## src/rtl/systolic_pkg.sv

```systemverilog
// Shared definitions for the systolic array front end.
// Contents:
//   DW_DEF, N_DEF  default element width and matrix dimension
//   lanes_of()     lane count for an N x N array (2N-1)
//   elem_lsb()     bit offset of element/lane idx in a packed vector
//   feeder_state_e feeder FSM states
package systolic_pkg;

  localparam int DW_DEF = 8;
  localparam int N_DEF  = 3;

  function automatic int lanes_of(input int n);
    return 2 * n - 1;
  endfunction

  function automatic int elem_lsb(input int idx, input int dw);
    return idx * dw;
  endfunction

  typedef enum logic [1:0] {
    IDLE  = 2'd0,
    FEED  = 2'd1,
    DRAIN = 2'd2
  } feeder_state_e;

endpackage

```

## src/rtl/skew_wave_sel.sv

```systemverilog
// Combinational wavefront selector.
// Given matrices A and B (row-major, element k at [k*DW +: DW]) and a
// wavefront index w, lane w+j of a carries A[w][j] and lane w+j of b
// carries B[j][w] for j = 0..N-1; every other lane is zero.
// Ports:
//   a_mat_i, b_mat_i  packed N*N matrices
//   wave_i            wavefront index (values >= N select all-zero lanes)
//   a_lane_o, b_lane_o packed 2N-1 lane vectors, lane L at [L*DW +: DW]
module skew_wave_sel
  import systolic_pkg::*;
#(
  parameter int DW = DW_DEF,
  parameter int N  = N_DEF,
  parameter int WW = 2
) (
  input  logic [N*N*DW-1:0]     a_mat_i,
  input  logic [N*N*DW-1:0]     b_mat_i,
  input  logic [WW-1:0]         wave_i,
  output logic [(2*N-1)*DW-1:0] a_lane_o,
  output logic [(2*N-1)*DW-1:0] b_lane_o
);

  localparam int LANES = lanes_of(N);

  for (genvar gi = 0; gi < LANES; gi++) begin : g_lane
    logic [DW-1:0] a_val;
    logic [DW-1:0] b_val;

    // Lane gi is fed by column j = gi - w of the current wavefront, if any.
    always_comb begin
      a_val = '0;
      b_val = '0;
      for (int j = 0; j < N; j++) begin
        if ((int'(wave_i) < N) && (int'(wave_i) + j == gi)) begin
          a_val = a_mat_i[elem_lsb(int'(wave_i) * N + j, DW) +: DW];
          b_val = b_mat_i[elem_lsb(j * N + int'(wave_i), DW) +: DW];
        end
      end
    end

    assign a_lane_o[elem_lsb(gi, DW) +: DW] = a_val;
    assign b_lane_o[elem_lsb(gi, DW) +: DW] = b_val;
  end

endmodule

```

## src/rtl/systolic_skew_feeder.sv

```systemverilog
// Skewed operand feeder for the N x N systolic multiplier array.
// Accepts one (A, B) matrix pair, then replays it as N diagonal
// wavefronts (one per clock) followed by DRAIN_CYCLES of zero lanes.
// Ports:
//   clk, rst_n        clock, asynchronous active-low reset
//   in_valid/in_ready operand pair handshake (ready only in IDLE)
//   a_mat_i, b_mat_i  row-major packed operand matrices
//   a_lane_o, b_lane_o registered 2N-1 lane outputs
//   feed_active_o     high while wavefronts are on the lanes
//   busy_o            high from accept through the last drain cycle
//   frame_done_o      one-cycle pulse on the last drain cycle
module systolic_skew_feeder
  import systolic_pkg::*;
#(
  parameter int DW           = DW_DEF,
  parameter int N            = N_DEF,
  parameter int DRAIN_CYCLES = 6
) (
  input  logic                     clk,
  input  logic                     rst_n,
  input  logic                     in_valid,
  output logic                     in_ready,
  input  logic [N*N*DW-1:0]        a_mat_i,
  input  logic [N*N*DW-1:0]        b_mat_i,
  output logic [(2*N-1)*DW-1:0]    a_lane_o,
  output logic [(2*N-1)*DW-1:0]    b_lane_o,
  output logic                     feed_active_o,
  output logic                     busy_o,
  output logic                     frame_done_o
);

  localparam int LANES = lanes_of(N);
  localparam int MW    = N * N * DW;
  localparam int LW    = LANES * DW;
  localparam int WW    = (N > 1) ? $clog2(N) : 1;
  localparam int DCW   = $clog2(DRAIN_CYCLES + 1);

  localparam logic [WW-1:0]  LAST_WAVE  = WW'(N - 1);
  localparam logic [DCW-1:0] LAST_DRAIN = DCW'(DRAIN_CYCLES - 1);

  feeder_state_e  state_q, state_d;
  logic [WW-1:0]  wave_cnt_q, wave_cnt_d;
  logic [DCW-1:0] drain_cnt_q, drain_cnt_d;
  logic [MW-1:0]  a_cap_q, a_cap_d;
  logic [MW-1:0]  b_cap_q, b_cap_d;
  logic [LW-1:0]  a_lane_q, a_lane_d;
  logic [LW-1:0]  b_lane_q, b_lane_d;

  logic [MW-1:0]  sel_a;
  logic [MW-1:0]  sel_b;
  logic [WW-1:0]  sel_wave;
  logic [LW-1:0]  sel_a_lane;
  logic [LW-1:0]  sel_b_lane;

  // The selector always computes the wavefront to be registered at the
  // next edge. In IDLE that is wave 0 of the live inputs, since the
  // capture registers only load at the accepting edge itself.
  always_comb begin
    if (state_q == IDLE) begin
      sel_a    = a_mat_i;
      sel_b    = b_mat_i;
      sel_wave = '0;
    end else begin
      sel_a    = a_cap_q;
      sel_b    = b_cap_q;
      sel_wave = wave_cnt_q + WW'(1);
    end
  end

  skew_wave_sel #(
    .DW (DW),
    .N  (N),
    .WW (WW)
  ) u_sel (
    .a_mat_i  (sel_a),
    .b_mat_i  (sel_b),
    .wave_i   (sel_wave),
    .a_lane_o (sel_a_lane),
    .b_lane_o (sel_b_lane)
  );

  always_comb begin
    state_d     = state_q;
    wave_cnt_d  = wave_cnt_q;
    drain_cnt_d = drain_cnt_q;
    a_cap_d     = a_cap_q;
    b_cap_d     = b_cap_q;
    a_lane_d    = '0;
    b_lane_d    = '0;
    case (state_q)
      IDLE: begin
        if (in_valid) begin
          a_cap_d    = a_mat_i;
          b_cap_d    = b_mat_i;
          wave_cnt_d = '0;
          a_lane_d   = sel_a_lane;
          b_lane_d   = sel_b_lane;
          state_d    = FEED;
        end
      end
      FEED: begin
        if (wave_cnt_q == LAST_WAVE) begin
          drain_cnt_d = '0;
          state_d     = DRAIN;
        end else begin
          wave_cnt_d = wave_cnt_q + WW'(1);
          a_lane_d   = sel_a_lane;
          b_lane_d   = sel_b_lane;
        end
      end
      DRAIN: begin
        if (drain_cnt_q == LAST_DRAIN) begin
          state_d = IDLE;
        end else begin
          drain_cnt_d = drain_cnt_q + DCW'(1);
        end
      end
      default: state_d = IDLE;
    endcase
  end

  always_ff @(posedge clk or negedge rst_n) begin
    if (!rst_n) begin
      state_q     <= IDLE;
      wave_cnt_q  <= '0;
      drain_cnt_q <= '0;
      a_cap_q     <= '0;
      b_cap_q     <= '0;
      a_lane_q    <= '0;
      b_lane_q    <= '0;
    end else begin
      state_q     <= state_d;
      wave_cnt_q  <= wave_cnt_d;
      drain_cnt_q <= drain_cnt_d;
      a_cap_q     <= a_cap_d;
      b_cap_q     <= b_cap_d;
      a_lane_q    <= a_lane_d;
      b_lane_q    <= b_lane_d;
    end
  end

  assign a_lane_o      = a_lane_q;
  assign b_lane_o      = b_lane_q;
  assign in_ready      = (state_q == IDLE);
  assign busy_o        = (state_q != IDLE);
  assign feed_active_o = (state_q == FEED);
  assign frame_done_o  = (state_q == DRAIN) && (drain_cnt_q == LAST_DRAIN);

endmodule
```

## config.mk

```make
export PLATFORM = sky130hd
export DESIGN_NAME = systolic_skew_feeder
export DESIGN_NICKNAME = d
export VERILOG_FILES = /design/src/rtl/systolic_pkg.sv /design/src/rtl/skew_wave_sel.sv /design/src/rtl/systolic_skew_feeder.sv
export SDC_FILE = /design/constraint.sdc
export NUM_CORES = 1
export LEC_CHECK = 0
export CAP_MARGIN = 15
export CORE_MARGIN = 2
export CORE_UTILIZATION = 40
export DETAILED_ROUTE_END_ITERATION = 7
export PLACE_DENSITY = 0.75
export SLEW_MARGIN = 40
export SYNTH_ARGS = -nofsm -noshare
export SYNTH_HDL_FRONTEND = slang
export SYNTH_SLANG_ARGS = --single-unit
```

## constraint.sdc

```tcl
create_clock -name clk -period 3.7 [get_ports clk]
set_input_delay 1.11 -clock clk [delete_from_list [all_inputs] [get_ports clk]]
set_output_delay 1.11 -clock clk [all_outputs]
set_load 0.01 [all_outputs]
```

Word level (Yosys, flattened, before mapping)
Cells that the tools add are included.
{ "word_totals": {"out_inout_bits": 84, "register_bits": 231, "word_cells": 116} }
{ "classes": {"mul": 1, "shift": 6, "addsub": 8, "eq_ne": 20, "n_reduce_logical": 26, "magnitude_cmp": 1, "muxes": 47} }
{ "ops": {"columns": ["cell", "count"], "rows": [
  ["variable part select 72 x 32 -> 8 bit", 5],
  ["two-way mux 8 bit", 28],
  ["two-way mux 40 bit", 4],
  ["case mux 40 bit (2 select lines)", 2],
  ["two-way mux 72 bit", 2],
  ["== test 32 x 3 -> 1 bit, second input constant", 4],
  ["zero test 32 bit", 3],
  ["variable part select 72 x 6 -> 8 bit", 1],
  ["== test 32 x 2 -> 1 bit, second input constant", 2],
  ["== test 32 x 4 -> 1 bit, second input constant", 2],
  ["adder 29 x 2 -> 29 bit, second input constant", 1],
  ["adder 29 x 3 -> 29 bit, second input constant", 1],
  ["logical AND 1 bit", 15],
  ["two-way mux 2 bit", 6],
  ["AND reduction 3 bit", 3],
  ["== test 2 bit, second input constant", 4],
  ["!= test 2 bit, second input constant", 4],
  ["two-way mux 3 bit", 2],
  ["case mux 2 bit (3 select lines)", 1],
  ["case mux 3 bit (2 select lines)", 1],
  ["nonzero test 2 bit", 3],
  ["adder 3 x 2 -> 4 bit, first input constant", 1],
  ["== test 2 x 1 -> 1 bit, second input constant", 2],
  ["multiplier 2 x 2 -> 4 bit, second input constant", 1],
  ["other kinds (11)", 11]
]} }

Logic depth before layout (Yosys ltp)
Gate-level depths: netlist (run 1).
{ "depth": {"depth_word": 9, "ltp_mapped": 16, "depth_no_buf": 10} }

Cells and area by module
From an unflattened synthesis (run 1), not the netlist that was laid out.
{ "hier_totals": {"hier_cells": 999, "hier_area_um2": 12932.4} }
{ "modules_own_cells": {"columns": ["mod", "area_each_um2", "cells_each", "instances"], "rows": [
  ["systolic_skew_feeder", 10264.8, 674, 1],
  ["skew_wave_sel", 2667.6, 325, 1]
]} }

Worst setup path after synthesis (run 1)
Ideal clock, no wire load.
{ "synth_path": {"path_type": "flip-flop to flip-flop", "from": "reg wave_cnt_q[0]", "to": "reg a_lane_q[17] (netlist: a_lane_o[17])", "path_stages_with_launch": 15, "t_required_ns": 3.580, "path_buffers": 7, "path_slack_ns": 0.104, "setup_ns": 0.120, "period_less_slack_ns": 3.596, "arrival_ns": 3.475, "path_cell_list": "dfrtp_1 -> buf_6 -> buf_2 -> buf_2 -> inv_1 -> ha_1 -> buf_2 -> o21bai_2 -> ha_1 -> buf_2 -> buf_2 -> buf_1 -> mux4_2 -> a221o_1 -> o211a_1"} }
{ "synth_via": {"elab_chain_cells": 9, "elab_cells_between_ends": 24, "cone_classes": "add/sub: 5; mul: 1; order compare: 1; eq/ne: 4; shift: 3; mux: 7; reduce/logical: 3"} }
{ "synth_rtl": {"columns": ["element", "line_no", "rtl"], "rows": [
  ["start, declared", "systolic_skew_feeder.sv:42", "logic [WW-1:0] wave_cnt_q, wave_cnt_d;"],
  ["start signal, assigned", "systolic_skew_feeder.sv:133", "wave_cnt_q <= wave_cnt_d;"],
  ["adder 2 x 1 -> 2 bit", "systolic_skew_feeder.sv:66", "sel_wave = wave_cnt_q + WW'(1);"],
  ["two-way mux 2 bit", "systolic_skew_feeder.sv:59", "if (state_q == IDLE) begin"],
  ["multiplier 2 x 2 -> 4 bit, or another cell as far along", "skew_wave_sel.sv:35", "a_val = a_mat_i[elem_lsb(int'(wave_i) * N + j, DW) +: DW];"],
  ["adder 29 x 2 -> 29 bit, or another cell as far along", "skew_wave_sel.sv:35", null],
  ["variable part select 72 x 32 -> 8 bit, or another cell as far along", "skew_wave_sel.sv:35", null],
  ["two-way mux 8 bit (2 in a row)", "skew_wave_sel.sv:34", "if ((int'(wave_i) < N) && (int'(wave_i) + j == gi)) begin"],
  ["two-way mux 40 bit (on tied branches)", "systolic_skew_feeder.sv:102, systolic_skew_feeder.sv:92", null],
  ["case mux 40 bit (2 select lines) *", "systolic_skew_feeder.sv:90", "case (state_q)"],
  ["named net a_lane_d[17]", "systolic_skew_feeder.sv:46", "logic [LW-1:0] a_lane_q, a_lane_d;"],
  ["end signal, assigned", "systolic_skew_feeder.sv:137", "a_lane_q <= a_lane_d;"],
  ["end, declared", "systolic_skew_feeder.sv:46", null]
]} }
Mark *: on every way through the listed nets, which the timed path passes. The rest lies on a longest branch.
A chain may end at the register's enable or synchronous reset.

Worst setup path in the final report (run 1)
{ "layout_path": {"from": "reg state_q[0]", "to": "out feed_active_o"} }
{ "layout_via": {"elab_chain_cells": 1} }
{ "layout_rtl": {"columns": ["element", "line_no", "rtl"], "rows": [
  ["start, declared", "systolic_skew_feeder.sv:41", "feeder_state_e state_q, state_d;"],
  ["start signal, assigned", "systolic_skew_feeder.sv:132", "state_q <= state_d;"],
  ["== test 2 x 1 -> 1 bit", "systolic_skew_feeder.sv:146", "assign feed_active_o = (state_q == FEED);"],
  ["end, declared", "systolic_skew_feeder.sv:27", "output logic feed_active_o,"]
]} }
Every way passes these cells.

==> flow_summary.ini, run 1 <==
[outcome]
outcome = finished clean

[pwr]
ir_worst_vdd_v = 0.000666
power.leakage_uw = 0.00630
p_total_uw = 15500
powerDensity_nw_per_um2 = 1030

[setup_path]
critPathTopFamily = buffers and inverters
worstSetupStartpointType = flop
crit_buf_inv = 2
crit_type = flop to primary output
cp-end-kind = primary output
required_ns = 2.59
crit_arrival_ns = 2.38
crit_slowest_cell = dfrtp_1
critPathMaxStageDelay_ns = 0.70
crit_path_max_fanout = 16
crit_path_cell_trace = inv_1, nor2_1, clkdlybuf4s50_1

[sta]
tightest_slew_ns = 0.780
setup_tns_ns = 0
rsz0062_at_grt = false
period_needed_ns = 3.49
setup_viol = 0
max_slew_margin_pct = 48.0
hold_viol_final = 0
finClkSkew_ns = 0.0207
slew_violations = 0
max_freq_mhz = 287
fin_crit_sh_pct = 94.2

[drt]
wl_per_cell_microns = 22.2
wl_mm = 35.2
drtIter0Drc = 1058
drc = 0
num_vias = 9104
vias_per_cell = 5.73
drtPass1Iterations = 5
ant_nets = 0

[floorplan]
dieArea_sq_um = 30400
core_area_sq_um = 28600
fp.dieH_microns = 174
io_pins = 231
dieWidth_microns = 174
start_util_pct = 40.5
num_rows = 62

[grt]
grt_pass1_wl_mm = 54.3
globalRouteOverflowTotal = 0
grt.total_usage_pct = 22.9
use_met3_pct = 5.05
grt_max_degree = 80
grt-busiest-layer = met2
met2_usage_pct = 34.2
grt_pass1_vias = 9168
grt.met1_usage_pct = 32.6
antenna_found_initial = 1

[clocking]
cts_resized = 0
clk_pin_slew_worst_paths_ns = 0.07
clkSinkCount = 231
ctsHoldBuffers = 0
cts_root_buf = clkbuf_16
clk_latency_ns = 0.53
cts_tree = yes
htree_levels = 1
clock_path_buffers = 3
post_cts_buffers = 0
cts_made_buffers = 24

[synth]
synth_async_sr_flop_share_pct = 100
yosys_warnings = 0
yosys.cell_types.count = 62
yosysTopAreaCellShare_pct = 49.8
synth_fp_nets = 1139
yosys.area.top_type = dfrtp_1
synth.area.top_cells = dfrtp_1 (50%), mux2_2 (17%), mux4_2 (3.3%), mux2i_1 (2.2%), nand2_1 (1.9%)
yosysMostFrequentCell = dfrtp_1
synthTopCellsByCount = dfrtp_1 (231), mux2_2 (172), nand2_1 (59), nor2_1 (47), buf_2 (40)
ys_seq_area_share_pct = 49.8
netlist_area_sq_um = 11600
synth_cells = 985
ys_seq_elements = 231
synth-main-ff-cell = dfrtp_1
syn_avg_cell_area_sq_um = 11.8
synth_edf_count = 0

[place]
place_hpwl_mm = 25.9
io_buffers = 230
place.gp.congestion = 0.916

[cells_and_area]
areaGrowthSynthToFinish_pct = 30.5
drive_gt1_share_pct = 23.0
multiInputGateArea_sq_um = 5360
regArea_sq_um = 5780
layout.nets = 1342
n_fill_cell = 2456

[job]
cap_violations = 0

[worst_hold_path]
hp-class = flop to flop
-- cell families (layout without fill, tap and decap cells) --
kind of cell	count (synthesis)	count (layout)	synth area share (%)
other	0	1	0
flip-flops	231	231	49.8
adder cells (fa/ha/maj)	7	7	0.755
buffers and inverters	98	318	4.09
multiplexers	216	216	22.3
AO/OA/AOI/OAI	239	239	15.2
AND/OR/NAND/NOR	194	194	7.85
-- worst register-to-register path, stage by stage, from the launching register on --
cell	delay, ns
dfrtp_4	0.48
inv_1	0.10
ha_2	0.28
o21bai_2	0.28
ha_1	0.60
buf_4	0.31
mux4_2	0.53
mux2i_1	0.46
o211ai_1	0.14
o311a_1	0.14
-- cells in the final DEF, fill, tap and decap left out, types with 5 or more instances in the layout --
cell             instances
dfrtp_1                230
clkbuf_8                 9
nor3_1                  25
o21ai_1                  5
clkbuf_16               25
o211a_1                  7
a211oi_1                27
o22ai_1                 14
mux4_2                  17
o21bai_1                 6
nand2_1                 59
a21o_1                  13
a31oi_1                  6
nand3_1                 15
mux2_2                 172
a22oi_1                 19
ha_1                     6
and3_1                  10
inv_1                   11
buf_12                   6
o211ai_1                12
a21oi_1                 24
nand2b_1                11
a211o_1                  7
clkdlybuf4s50_1        229
mux2i_1                 26
or3_1                    9
a2bb2oi_1                9
o221ai_1                 9
o21ai_0                 35
o2bb2ai_1                7
a221oi_1                 9
nor2_1                  47
buf_4                   23
-- report_power, final --
group | leakage (uW) | internal, uW | switching [uW]
Clock | 0.000418 | 1550 | 993
Sequential | 0.00286 | 3640 | 722
Combinational | 0.00302 | 3870 | 4760
-- metrics by stage --
step	hold slack [ns]	instance area, sq um	utilization (%)	setup slack, ns	cells
after floorplan	0.454	11600	-	0.104	985
after detailed placement	0.487	14300	49.9	0.381	1546
after global routing	0.519	15100	52.9	0.126	1590
after global placement	0.482	14300	49.9	0.440	1546
final	0.504	15100	52.9	0.215	1590
after CTS	0.502	15100	52.9	0.228	1589
-- path summary, 6_finish.rpt --
check                              startpoint            end  slack, ns  depth (start not counted)
worst max-delay path               state_q[0]  feed_active_o       0.21                          3
worst min-delay path               a_cap_q[7]     a_cap_q[7]       0.50                          1
worst max register to register  wave_cnt_q[0]   a_lane_o[20]       0.25                          9
worst min register to register     a_cap_q[7]     a_cap_q[7]       0.50                          1
max in group asynchronous               rst_n    a_cap_q[29]       2.35                          2
min in group asynchronous               rst_n   b_lane_o[33]       0.58                          1
-- flip-flops by register name, indices dropped and copies added (netlist names) --
signal,cells
wave_cnt_q,2
a_cap_q,72
b_cap_q,72
a_lane_o,40
drain_cnt_q,3
state_q,2
b_lane_o,40
-- layer usage --
metal / vias up / routed length [microns]
li1: 4101 / -
met1: 4501 / 15600
met2: 433 / 15600
met3: 69 / 2740
met4: 0 / 1280
met5: - / 0
-- area by class of cell --
class,instances,area share (%)
Tap cell,384,3.17
Inverter,15,0.372
Sequential cell,231,38.2
Multi-Input combinational cell,656,35.4
Clock inverter,5,0.521
Clock buffer,38,5.05
Antenna cell,1,0.0165
Timing Repair Buffer,260,17.2
No activity file was read; power rests on OpenSTA's default activity.
==> run 2, diff against run 1 <==
- CTS_CLUSTER_SIZE: unset -> 40
- GPL_TIMING_DRIVEN: unset -> 0
==> run 2 against run 1 <==
Effect of this change: die area unchanged; clock skew fell by 0.0038 ns; count of clock-buffer cells in the layout fell by 7; non-clock buffer count grew 56; clock power is essentially flat; sequential cell count did not move; routed wire length increased by 14%; critical path type unchanged; highest routed layer unchanged.
==> flow_summary.ini, run 2 (synthesized netlist as in run 1, its figures left out) <==
[outcome]
outcome = finished clean

[clocking]
ctsHoldBuffers = 0
cts_root_buf = clkbuf_16
clkSinkCount = 231
clk_pin_slew_worst_paths_ns = 0.06
cts_made_buffers = 25
htree_levels = 1
cts_tree = yes
clock_path_buffers = 3
clk_latency_ns = 0.54

[place]
place.gp.congestion = 0.996
place_hpwl_mm = 30.5
io_buffers = 230

[sta]
period_needed_ns = 3.62
fin_crit_sh_pct = 97.7
finClkSkew_ns = 0.0169
hold_viol_final = 0
tightest_slew_ns = 0.779
max_slew_margin_pct = 47.5
setup_viol = 0
rsz0062_at_grt = false
slew_violations = 0
holdWs_ns = 0.462
setup_tns_ns = 0
max_freq_mhz = 277

[cells_and_area]
reg.largest.list = a_cap_q: 72 flops, b_cap_q: 72 flops
mostFrequentLayoutCell = dfrtp_1
num_antenna_cells = 0
layout.nets = 1399
layout_common_cells = dfrtp_1 (231), clkdlybuf4s50_1 (229), mux2_2 (172)
drive_gt1_share_pct = 25.3
areaGrowthSynthToFinish_pct = 33.4

[setup_path]
critPathTopFamily = buffers and inverters
ff2ff_setup_slack_ns = 0.11
critPathMaxStageDelay_ns = 0.55
reg2reg_depth = 14
crit_path_cell_trace = buf_6, or2_1, buf_6, inv_4, buf_6, buf_6, clkdlybuf4s50_1
crit_top_cell = buf_6
crit_slowest_cell = clkdlybuf4s50_1
cp-end-kind = primary output
r2r_start = wave_cnt_q[0]
path_depth = 7
required_ns = 2.59
crit_type = flop to primary output
worstSetupStartpointType = flop
r2r_end = b_lane_o[21]
crit_path_max_fanout = 10
crit_arrival_ns = 2.51
crit_buf_inv = 6

[grt]
grt.met1_usage_pct = 37.1
grt_pass1_wl_mm = 60.5
antenna_found_initial = 0
globalRouteOverflowTotal = 0
use_met3_pct = 5.27
grt_max_degree = 71
grt-busiest-layer = met2
grt_pass1_vias = 9820
grt.total_usage_pct = 26.1
met2_usage_pct = 39.6

[floorplan]
start_util_pct = 40.5
core_area_sq_um = 28600
dieWidth_microns = 174
io_pins = 231
fp.dieH_microns = 174
dieArea_sq_um = 30400
num_rows = 62

[pwr]
ir_worst_vdd_v = 0.000533
power.leakage_uw = 0.00648
powerDensity_nw_per_um2 = 1070

[drt]
ant_nets = 0
drtIter0Drc = 912
vias_per_cell = 5.83
num_vias = 9609
wl_per_cell_microns = 24.4
drc = 0
drtPass1Iterations = 5
wl_mm = 40.2

[worst_hold_path]
hp-class = input pin to asynchronous set/reset pin

[job]
cap_violations = 0
[run 2: worst max path at each step]
stage / from / endpoint
floorplan: wave_cnt_q[0] / a_lane_o[17]
global placement: rst_n / a_cap_q[25]
detailed placement: wave_cnt_q[0] / b_lane_o[21]
CTS: state_q[1] / frame_done_o
global route: wave_cnt_q[0] / b_lane_o[18]
finish: state_q[1] / in_ready
[run 2: stage by stage]
stage / total power, uW / utilization (%) / instance area [sq um] / worst slack, ns / std cells
floorplan: 10100 / - / 11600 / 0.104 / 985
global placement: 13200 / 50.3 / 14400 / -8.17 / 1599
detailed placement: 13400 / 50.6 / 14500 / -1.16 / 1602
CTS: 16200 / 53.9 / 15400 / 0.00533 / 1647
global route: 17300 / 54.1 / 15500 / 0.0104 / 1647
finish: 16600 / 54.1 / 15500 / 0.0840 / 1647
[run 2: layout make-up]
type	instances	area [sq um]
multi-input combinational	656	5420
clock buffer	31	678
tap	384	480
inverter	15	67.6
clock inverter	14	144
timing repair buffer	238	2440
sequential	231	5780
buffer	78	465
fill	2459	13100
[run 2: routing by layer]
layer  wire length, microns  part of all wire (%)  vias to the layer above
li1                       -                     -                     4201
met1                  17200                    43                     4746
met2                  17900                    44                      581
met3                   3760                   9.3                       81
met4                   1410                   3.5                        0
met5                      0                     0                        -
[run 2: where the power goes]
part           internal (uW)  switching [uW]
Sequential              3640             688
Clock                   1450            1060
Combinational           4210            5550
Total                   9290            7300
[run 2: what timing repair did]
action                                  in CTS  in global routing
pin swaps                                    1                  2
resized for setup                           36                 15
buffers inserted                             3                  2
endpoints found under the setup margin      83                 38
